### config.mk
export PLATFORM = sky130hd
export DESIGN_NAME = instr_encoder
export DESIGN_NICKNAME = d
export VERILOG_FILES = /design/src/rtl/instr_encoder.sv
export SDC_FILE = /design/constraint.sdc
export NUM_CORES = 1
export LEC_CHECK = 0
export BUFFER_PORTS_ARGS = -buffer_cell sky130_fd_sc_hd__buf_2
export CAP_MARGIN = 0
export CORE_MARGIN = 3
export CORE_UTILIZATION = 40
export CTS_CLUSTER_DIAMETER = 50
export DETAILED_ROUTE_END_ITERATION = 10
export PLACE_DENSITY = 0.75
export SKIP_CTS_REPAIR_TIMING = 1
export SLEW_MARGIN = 20
export SYNTH_ARGS = -nofsm -noshare
export SYNTH_HDL_FRONTEND = slang
export SYNTH_SLANG_ARGS = --single-unit
### constraint.sdc
create_clock -name clk -period 2.8 [get_ports clk]
set_clock_uncertainty 0.1 [all_clocks]
set_input_delay 0.28 -clock clk [delete_from_list [all_inputs] [get_ports clk]]
set_output_delay 0.28 -clock clk [all_outputs]
set_load 0.01 [all_outputs]
### src/rtl/instr_encoder.sv
// RV32I instruction encoder: packs opcode/register/funct/immediate fields into a
// 32-bit word, range-checks the immediate, and emits words with sequential addresses.
module instr_encoder #(
   parameter int                ADDR_W    = 8,
   parameter logic [ADDR_W-1:0] BASE_ADDR = '0,
   parameter logic [31:0]       NOP_WORD  = 32'h0000_0013
) (
   input  logic              clk,
   input  logic              rst,
   input  logic              in_valid,
   output logic              in_ready,
   input  logic [6:0]        in_opcode,
   input  logic [4:0]        in_rd,
   input  logic [4:0]        in_rs1,
   input  logic [4:0]        in_rs2,
   input  logic [2:0]        in_funct3,
   input  logic [6:0]        in_funct7,
   input  logic [31:0]       in_imm,
   output logic              out_valid,
   input  logic              out_ready,
   output logic [31:0]       out_instr,
   output logic              out_err,
   output logic [ADDR_W-1:0] out_addr,
   output logic [7:0]        err_count
);

   typedef enum logic [2:0] {
      FMT_R, FMT_I, FMT_S, FMT_B, FMT_U, FMT_J, FMT_ERR
   } fmt_e;

   fmt_e        fmt_d, s1_fmt_q;
   logic [31:0] word_d, s1_word_q;
   logic        range_err_d, s1_range_err_q;
   logic        s1_valid_q;

   logic              out_valid_q, out_err_q;
   logic [31:0]       out_instr_q;
   logic [ADDR_W-1:0] out_addr_q;
   logic [7:0]        err_count_q;

   logic        s1_load, s2_load, xfer;
   logic        s2_err_d;
   logic [31:0] s2_instr_d;

   // True when every bit of the slice equals its neighbours (a clean sign extension).
   function automatic logic all_same(input logic [31:0] v, input int lsb);
      logic [31:0] m;
      m = 32'hFFFF_FFFF << lsb;
      return ((v & m) == m) || ((v & m) == 32'h0);
   endfunction

   // NOTE: every always_comb output gets a default first, so no path leaves a latch.
   always_comb begin
      fmt_d       = FMT_ERR;
      word_d      = '0;
      range_err_d = 1'b0;
      unique case (in_opcode)
         7'b0110011:             fmt_d = FMT_R;
         7'b0010011, 7'b0000011: fmt_d = FMT_I;
         7'b0100011:             fmt_d = FMT_S;
         7'b1100011:             fmt_d = FMT_B;
         7'b0110111:             fmt_d = FMT_U;
         7'b1101111:             fmt_d = FMT_J;
         default:                fmt_d = FMT_ERR;
      endcase
      case (fmt_d)
         FMT_R: word_d = {in_funct7, in_rs2, in_rs1, in_funct3, in_rd, in_opcode};
         FMT_I: begin
            word_d      = {in_imm[11:0], in_rs1, in_funct3, in_rd, in_opcode};
            range_err_d = !all_same(in_imm, 11);
         end
         FMT_S: begin
            word_d      = {in_imm[11:5], in_rs2, in_rs1, in_funct3, in_imm[4:0], in_opcode};
            range_err_d = !all_same(in_imm, 11);
         end
         FMT_B: begin
            word_d      = {in_imm[12], in_imm[10:5], in_rs2, in_rs1, in_funct3,
                           in_imm[4:1], in_imm[11], in_opcode};
            range_err_d = in_imm[0] || !all_same(in_imm, 12);
         end
         FMT_U: begin
            word_d      = {in_imm[31:12], in_rd, in_opcode};
            range_err_d = |in_imm[11:0];
         end
         FMT_J: begin
            word_d      = {in_imm[20], in_imm[10:1], in_imm[11], in_imm[19:12], in_rd, in_opcode};
            range_err_d = in_imm[0] || !all_same(in_imm, 20);
         end
         default: word_d = '0;
      endcase
   end

   assign xfer     = out_valid_q && out_ready;
   assign s2_load  = s1_valid_q && (!out_valid_q || out_ready);
   assign in_ready = !s1_valid_q || s2_load;
   assign s1_load  = in_valid && in_ready;

   assign s2_err_d   = s1_range_err_q || (s1_fmt_q == FMT_ERR);
   assign s2_instr_d = s2_err_d ? NOP_WORD : s1_word_q;

   // NOTE: the stage-1 payload is qualified by s1_valid_q, so only the valid bit needs reset.
   always_ff @(posedge clk) begin
      if (s1_load) begin
         s1_fmt_q       <= fmt_d;
         s1_word_q      <= word_d;
         s1_range_err_q <= range_err_d;
      end
   end

   always_ff @(posedge clk) begin
      if (rst) begin
         s1_valid_q  <= 1'b0;
         out_valid_q <= 1'b0;
         out_instr_q <= '0;
         out_err_q   <= 1'b0;
         out_addr_q  <= BASE_ADDR;
         err_count_q <= '0;
      end else begin
         s1_valid_q <= s1_load || (s1_valid_q && !s2_load);
         if (s2_load) begin
            out_valid_q <= 1'b1;
            out_instr_q <= s2_instr_d;
            out_err_q   <= s2_err_d;
         end else if (xfer) begin
            out_valid_q <= 1'b0;
         end
         if (xfer) begin
            out_addr_q <= out_addr_q + 1'b1;
            if (out_err_q && err_count_q != 8'hFF) err_count_q <= err_count_q + 8'd1;
         end
      end
   end

   assign out_valid = out_valid_q;
   assign out_instr = out_instr_q;
   assign out_err   = out_err_q;
   assign out_addr  = out_addr_q;
   assign err_count = err_count_q;

endmodule

# --- Word level (Yosys, flattened, before mapping) ---
# Cells that the tools add are included.
totals:
  ff_bits: 87
  in_bits: 68
  out_inout_bits: 51
op_classes:
  addsub: 2
  eq_ne: 17
  muxes: 6
  reduce_logical: 29
ops:
  columns: ["cell", "count"]
  rows:
  - ["case mux 32 bit (6 select lines)", 1]
  - ["logical NOT 32 bit", 3]
  - ["2-to-1 mux 32 bit", 1]
  - ["equality test 21 bit, second input constant", 1]
  - ["equality test 7 x 6 -> 1 bit, second input constant", 3]
  - ["equality test 20 bit, second input constant", 1]
  - ["case mux 3 bit (6 select lines)", 1]
  - ["adder 8 x 1 -> 8 bit, second input constant", 2]
  - ["equality test 7 bit, second input constant", 2]
  - ["equality test 12 bit, second input constant", 1]
  - ["OR reduction 12 bit", 1]
  - ["equality test 3 bit, second input constant", 3]
  - ["logical OR 1 bit", 9]
  - ["inequality test 8 bit, second input constant", 1]
  - ["equality test 7 x 2 -> 1 bit, second input constant", 1]
  - ["equality test 7 x 5 -> 1 bit, second input constant", 1]
  - ["equality test 3 x 2 -> 1 bit, second input constant", 2]
  - ["logical NOT 1 bit", 6]
  - ["logical AND 1 bit", 5]
  - ["case mux 1 bit (4 select lines)", 1]
  - ["OR reduction 2 bit", 2]
  - ["equality test 3 x 1 -> 1 bit, second input constant", 1]
  - ["logical NOT 3 bit", 1]
  - ["2-to-1 mux 1 bit", 2]
  - ["2 further kinds", 2]

# --- Logic depth before layout (Yosys ltp) ---
# Gate-level depths: netlist of run 1.
logic_depth:
  ltp_word: 6
  ltp_mapped: 10
  ltp_nobuf: 9

# --- Worst setup path before layout of run 1 ---
# Ideal clock, no wire load.
synth_path:
  kind: "input-to-reg"
  from: "input in_opcode[3]"
  to: "register s1_word_q[25], data pin"
  setup_time_ps: 128
  t_arrival_ps: 2325
  path_slack_ps: 247
  cell_stages: 9
  path_buffers: 1
  cell_sequence: "buf_2 > or4b_4 > nor2_4 > inv_1 > ha_1 > o31a_1 > nor4_4 > o31a_4 > a21o_1"
synth_via:
  elab_chain_len: 5
synth_lines:
  columns: ["element", "line", "source"]
  rows:
  - ["start, declared", "12", "input logic [6:0] in_opcode,"]
  - ["equality test 7 x 5 -> 1 bit or equality test 7 x 2 -> 1 bit (tied branches)", "57", "unique case (in_opcode)"]
  - ["OR reduction 2 bit", "57", null]
  - ["case mux 3 bit (6 select lines) (*)", "57", null]
  - ["equality test 3 bit (tied with other cells)", "66", "case (fmt_d)"]
  - ["case mux 32 bit (6 select lines) (*)", "66", null]
  - ["net word_d[25]", "32", "logic [31:0] word_d, s1_word_q;"]
  - ["end signal, assigned", "105", "s1_word_q <= word_d;"]
  - ["end, declared", "32", null]
# Mark *: on every way through the listed nets, which the timed path passes. The rest lies on a longest branch.
# A chain may end at the register's enable or synchronous reset.

# --- Worst setup path after layout of run 1 ---
layout_path:
  from: "input in_opcode[3]"
  to: "register s1_word_q[29], data pin"
# Same word-level chain as after synthesis.

==> out/metrics.cfg, run 1 <==
[setup_path]
regToRegEndpoint=out_instr[4]$_SDFFE_PP0P_
critPathSlowestCell=or4b_4
crit_path_max_fo=9
worst_r2r_path_depth=5
delay_contributed_by_the_slowest_stage_of_the_critical_path_ns=0.57
cp_data_arrival_time_ns=2.41
worst_ep_required_time_ns=2.92
setup.worst_path.start=in_opcode[3]
start_kind=input port
cp_cell_sequence=buf_2 > or4b_4 > nor2_4 > inv_1 > ha_1 > o31a_1 > nor4_4 > o31a_4 > a21o_1
critical_path.endpoint_type=register
rr_startpoint=out_valid$_SDFFE_PP0P_
critPathKind=input port to register
reg2reg_slack_ns=0.62

[die]
initial_utilization_pct=41.3
row_count=36
core_region_area_um2=9820
die_x_um=107
top_level_ports=119
floorplan.die_area_um2=11400
dieHeight_um=107

[synthesis]
synth.yosys.seq_area_share_pct=51.8
ys_async_sr_fraction_pct=0
ys_ff_latch=87
dominant_combinational_cell_family_by_area_after_synthesis=compound AO/OA/AOI/OAI gates
syn-cell-area_um2=4060
postSynthAreaPerCell_um2=10.2
synthDistinctLibCells=60
multiplexer_fraction_of_the_synthesized_cell_area_pct=0.987
synth-edff-count=36
synth-adder-area-share_pct=0.926
synth_nets=470
synth-compound-area-share_pct=19.3
yosys_warnings=0
synthesis.instances=399
synth_xor_xnor_area_share_pct=2.81
ys_dominant_reg_cell=dfxtp_1
synthSimpleGateAreaFrac_pct=19.3

[global_route]
grtUsageTotal_pct=19.1
initial_antenna_violation_count=0
largest_net_degree_at_the_start_of_global_routing=52
number_of_global_route_vias_before_repair=3495
first_pass_grt_wire_length_mm=17.4
global_route_total_overflow=0

[timing]
max_slew_margin_pct=38.8
worst_pin_slew_ns=0.919
period_minus_slack_ns=2.30
layout_setup_ws_ns=0.501
timing.final.hold_violations=0
crit_share_post_route_pct=82.1
drv_slew=0
fin_setup_tns_ns=0
top_achievable_clock_speed_ghz=0.435
setup_viol_count_final=0
grt_setup_unrepaired=no

[clocking]
cts.reportedPaths.clkPinSlew_ns=0.09
cts_buffer_depth=2
ctsHtreeMaxLevel=3
numClockSinks=87
clockRootBuffer=clkbuf_8
cts_tree=built
cts-buffers-inserted=9
clk-insertion-delay-late_ns=0.34

[drt]
via_per_inst=5.46
postRouteWirelength_mm=10.8
route.antenna.remaining_nets=0
wl_per_cell_um=16.6
dr_drc_count=0
dr.first_iter.drc_count=238
dr_total_vias=3579
drt-pass1-iter-count=4

[final_layout]
num_antenna_cells=0
final_core_util_pct=50.7
layout.cells.most_common=buf_2
syn_to_final_growth_pct=22.8
layout.cells.most_common_list=118 x buf_2, 69 x nor2_1, 51 x dfxtp_1, 37 x a22oi_1, 36 x edfxtp_1
drive_gt1_share_pct=31.0
design_area_um2=4980
nFillCells=945
numnets_final=588
final_cells=655

[min_path]
min_path_type=input port to register
worst_hold_path.endpoint=s1_valid_q$_SDFF_PP0_
timing.hold.worst_path_depth=3
hold_path.startpoint=in_valid

[place]
globalplace.congestion=0.895
place_ws_ns=0.163
place.detailed.hpwl_mm=8.16
placed_cells_incl_taps=639
port-buffer-count=118
placed_cell_area_um2=4790

[pwr]
power.switching_uw=607
power_report.internal_total_uw=1850
power.leakage_uw=0.00206
power.clock.fraction_pct=34.2
power.share.switching_pct=24.7
power.sequential.fraction_pct=56.0
power-per-cell-area_nw_per_um2=493
worst_ir_drop_vdd_v=0.000212
power.share.combinational_pct=9.8

[run_status]
run_status=finished clean

[job]
max_cap_viol_count=0

[cell usage after synthesis (3+ instances only)]
cell type,instances,share of area (%)
edfxtp_1,36,27
mux2i_1,4,0.99
nor2_1,69,6.4
dfxtp_1,51,25
o21ai_0,4,0.49
ha_1,3,0.93
nor3_1,5,0.62
a221oi_1,3,0.65
inv_1,20,1.9
a21o_1,6,1.1
nand4_1,9,1.4
buf_2,6,0.74
nor4_1,9,1.4
a22oi_1,37,6.8
buf_4,3,0.56
o21ai_1,7,0.86
clkbuf_1,12,1.1
nor4_4,3,1.6
nand3_1,8,0.99
and2_1,7,1.1
a31oi_1,3,0.46
a32oi_1,5,1.1
xnor2_1,7,1.5
a22o_1,6,1.3
and3_1,4,0.62
xor2_1,6,1.3
o211ai_1,3,0.56
a21oi_1,14,1.7
nand2_1,14,1.3
[state kept, by name (all words and copies together) (netlist names)]
name            flops
s1_fmt_q            3
out_instr          32
out_err             1
out_valid           1
s1_word_q          32
s1_range_err_q      1
s1_valid_q          1
err_count           8
out_addr            8
[final cells by class]
type / count / area, um^2 / share of cell area (%)
flip-flops and latches: 87 / 2100 / 42.2
multi-input cells: 269 / 1760 / 35.4
repair buffers: 130 / 681 / 13.7
clock buffers: 12 / 166 / 3.34
well taps: 133 / 166 / 3.34
inverters: 20 / 75.1 / 1.51
clock inverters: 4 / 26.3 / 0.528
[through the flow]
| step | power, uW | hold WS, ns |
|---|---|---|
| 3_3_place_gp | 1640 | 0.352 |
| 3_5_place_dp | 1640 | 0.367 |
| 4_1_cts | 2480 | 0.0409 |
| 5_1_grt | 2550 | 0.0574 |
| 6_report | 2450 | 0.0610 |
| 2_1_floorplan | 1530 | 0.297 |
[layer usage]
| metal | part of all wire, % | global-route usage, % |
|---|---|---|
| met1 | 44 | 25.7 |
| met2 | 48 | 31.6 |
| met3 | 7.4 | 4.03 |
| met4 | 0.80 | 5.02 |
| met5 | 0 | 0 |
[worst max-delay path by stage]
stage | slack [ns] | cells after the start | to
3_3_place_gp | 0.23 | 9 | s1_word_q[30]$_DFFE_PP_
6_report | 0.50 | 9 | s1_word_q[29]$_DFFE_PP_
2_1_floorplan | 0.25 | 9 | s1_word_q[25]$_DFFE_PP_
4_1_cts | 0.53 | 9 | s1_word_q[29]$_DFFE_PP_
3_5_place_dp | 0.16 | 9 | s1_word_q[29]$_DFFE_PP_
5_1_grt | 0.40 | 9 | s1_word_q[22]$_DFFE_PP_
[cell families after synthesis]
group | Yosys count
AOI/OAI and AO/OA | 104
xor gates and xnor gates | 13
adders and majority gates | 3
buffers and inverters | 43
DFF | 87
muxes | 4
and+or+nand+nor | 145
[power groups by stage]
stage | combinational [uW] | clock (uW) | sequential, uW
final | 241 | 840 | 1370
after global routing | 263 | 914 | 1380
after CTS | 241 | 860 | 1370
after detailed placement | 240 | 0 | 1400
after global placement | 235 | 0 | 1400
after floorplan | 120 | 0 | 1410
[critical path: cells and delay by family]
| kind | cells | cell delay (ns) |
|---|---|---|
| simple gates | 3 | 1.08 |
| compound gates | 3 | 0.59 |
| fa+ha+maj | 1 | 0.26 |
| buf+inv | 2 | 0.21 |
(Power assumes the default switching activity.)
==> inputs of run 2 (changes only) <==
--- a/config.mk
+++ b/config.mk
@@ -11,7 +11,7 @@
 export CORE_UTILIZATION = 40
 export CTS_CLUSTER_DIAMETER = 50
 export DETAILED_ROUTE_END_ITERATION = 10
-export PLACE_DENSITY = 0.75
+export PLACE_DENSITY = 0.78
 export SKIP_CTS_REPAIR_TIMING = 1
 export SLEW_MARGIN = 20
 export SYNTH_ARGS = -nofsm -noshare
==> constraint.sdc (replaced) <==
create_clock -name clk -period 1.86 [get_ports clk]
set_clock_uncertainty 0.1 [all_clocks]
set_input_delay 0.186 -clock clk [delete_from_list [all_inputs] [get_ports clk]]
set_output_delay 0.186 -clock clk [all_outputs]
set_load 0.01 [all_outputs]
==> run 2 against run 1 <==
  * The run now ends with negative setup slack left
  * Worst setup slack lost 0.59 ns
  * Global-route usage grew 0.14 points
  * Wire length grew 1.1%
  * Die area is the same
  * Non-clock buffer count grew 37
  * Cell area grew 10%
  * Clock power grew 44%
  * First-iteration DRC count grew 44%
  * Total power grew 51%
==> out/metrics.cfg, run 2 (synthesis results as in run 1) <==
[min_path]
min_path_type=input port to register
worst_hold_path.endpoint=s1_word_q[26]$_DFFE_PP_
hold_path.startpoint=in_imm[26]
timing.hold.worst_path_depth=2

[timing]
drv_slew=0
hold_slack_ns=0.0375
fin_setup_tns_ns=-0.896
setup_viol_count_final=24
layout_setup_ws_ns=-0.0861
worst_pin_slew_ns=0.840
top_achievable_clock_speed_ghz=0.514
crit_share_post_route_pct=105
grt_setup_unrepaired=yes
timing.final.hold_violations=0
period_minus_slack_ns=1.95
max_slew_margin_pct=44.0

[setup_path]
critical_path.endpoint_type=register
cp_data_arrival_time_ns=2.06
worst_r2r_path_depth=3
start_kind=input port
critPathKind=input port to register
rr_startpoint=out_valid$_SDFFE_PP0P_
regToRegEndpoint=s1_word_q[4]$_DFFE_PP_
crit_path_max_fo=6
reg2reg_slack_ns=0.12
worst_ep_required_time_ns=1.98

[clocking]
clockRootBuffer=clkbuf_8
ctsHtreeMaxLevel=3
cts_buffer_depth=2
clk-insertion-delay-late_ns=0.36
cts_tree=built
cts.reportedPaths.clkPinSlew_ns=0.09
cts-buffers-inserted=9
numClockSinks=87

[final_layout]
drive_gt1_share_pct=39.9
layout.cells.most_common=buf_2
final_core_util_pct=55.8
syn_to_final_growth_pct=35.1
numnets_final=625
final_cells=692
num_antenna_cells=0
layout.cells.most_common_list=117 x buf_2, 64 x nor2_1, 51 x dfxtp_1, 36 x buf_4, 36 x edfxtp_1

[global_route]
grtUsageTotal_pct=19.3
largest_net_degree_at_the_start_of_global_routing=52
global_route_total_overflow=0
initial_antenna_violation_count=0
first_pass_grt_wire_length_mm=17.3
number_of_global_route_vias_before_repair=3523

[pwr]
worst_ir_drop_vdd_v=0.000376
power-per-cell-area_nw_per_um2=678
power.leakage_uw=0.00228

[place]
globalplace.congestion=0.907
place.detailed.hpwl_mm=8.31
port-buffer-count=118
placed_cells_incl_taps=671
place_ws_ns=-0.579

[drt]
postRouteWirelength_mm=11.0
wl_per_cell_um=15.8
dr_total_vias=3726
dr_drc_count=0
via_per_inst=5.38
route.antenna.remaining_nets=0
dr.first_iter.drc_count=342
drt-pass1-iter-count=5

[die]
row_count=36
floorplan.die_area_um2=11400
core_region_area_um2=9820
die_x_um=107
initial_utilization_pct=41.3
top_level_ports=119
dieHeight_um=107

[job]
max_cap_viol_count=0

[run_status]
failed_checks=negative setup slack
run_status=finished, violations left

==> run 2: cell types whose count changed in the layout (fill, tap and decap cells not counted), sizes merged <==
cell	before	now
clkbuf	12	10
inv	21	22
dlygate4sd3	0	1
buf	130	165
clkinvlp	1	3
==> run 2: stage by stage <==
stage               power (uW)  cell area (um^2)
floorplan                 2300              4100
global placement          2500              5090
detailed placement        2510              5090
CTS                       3720              5270
global route              3880              5480
finish                    3710              5480
==> run 2: worst max-delay path by stage <==
stage            startpoint                 endpoint  slack (ns)
2_1_floorplan  in_opcode[3]  s1_word_q[25]$_DFFE_PP_       -0.52
3_3_place_gp   in_opcode[3]  s1_word_q[18]$_DFFE_PP_       -0.50
3_5_place_dp   in_opcode[3]  s1_word_q[13]$_DFFE_PP_       -0.58
4_1_cts        in_opcode[3]  s1_word_q[13]$_DFFE_PP_       -0.18
5_1_grt        in_opcode[2]  s1_word_q[25]$_DFFE_PP_       -0.12
6_report       in_opcode[2]  s1_word_q[13]$_DFFE_PP_       -0.09
==> run 2: report_power, final <==
group	internal [uW]	switching, uW	leakage (uW)
clock network	498	711	0.0000838
registers	2040	25.0	0.000772
logic	192	246	0.00142
total	2730	982	0.00228
==> run 2: cell type report <==
type,instances,area [um^2]
inverter,20,75.1
clock inverter,7,56.3
multi-input combinational,269,1890
timing repair buffer,167,1060
fill,897,4340
tap,133,166
sequential,87,2100
clock buffer,9,124
==> run 2: worst max-delay path, stage by stage <==
cell,delay (ns)
buf_6,0.09
or4b_4,0.55
nor2_4,0.12
inv_2,0.05
ha_4,0.17
o31a_1,0.18
buf_4,0.18
nor3_4,0.18
buf_6,0.17
a22oi_2,0.05
nor2_1,0.13
==> run 2: per-layer routing <==
| layer | vias up | track usage [%] | part of all wire (%) |
|---|---|---|---|
| met2 | 178 | 30.1 | 46 |
| met3 | 21 | 4.15 | 8.2 |
| met5 | - | 0 | 0 |
| met4 | 0 | 9.41 | 2.2 |
| met1 | 1735 | 25.4 | 44 |
| li1 | 1792 | - | - |
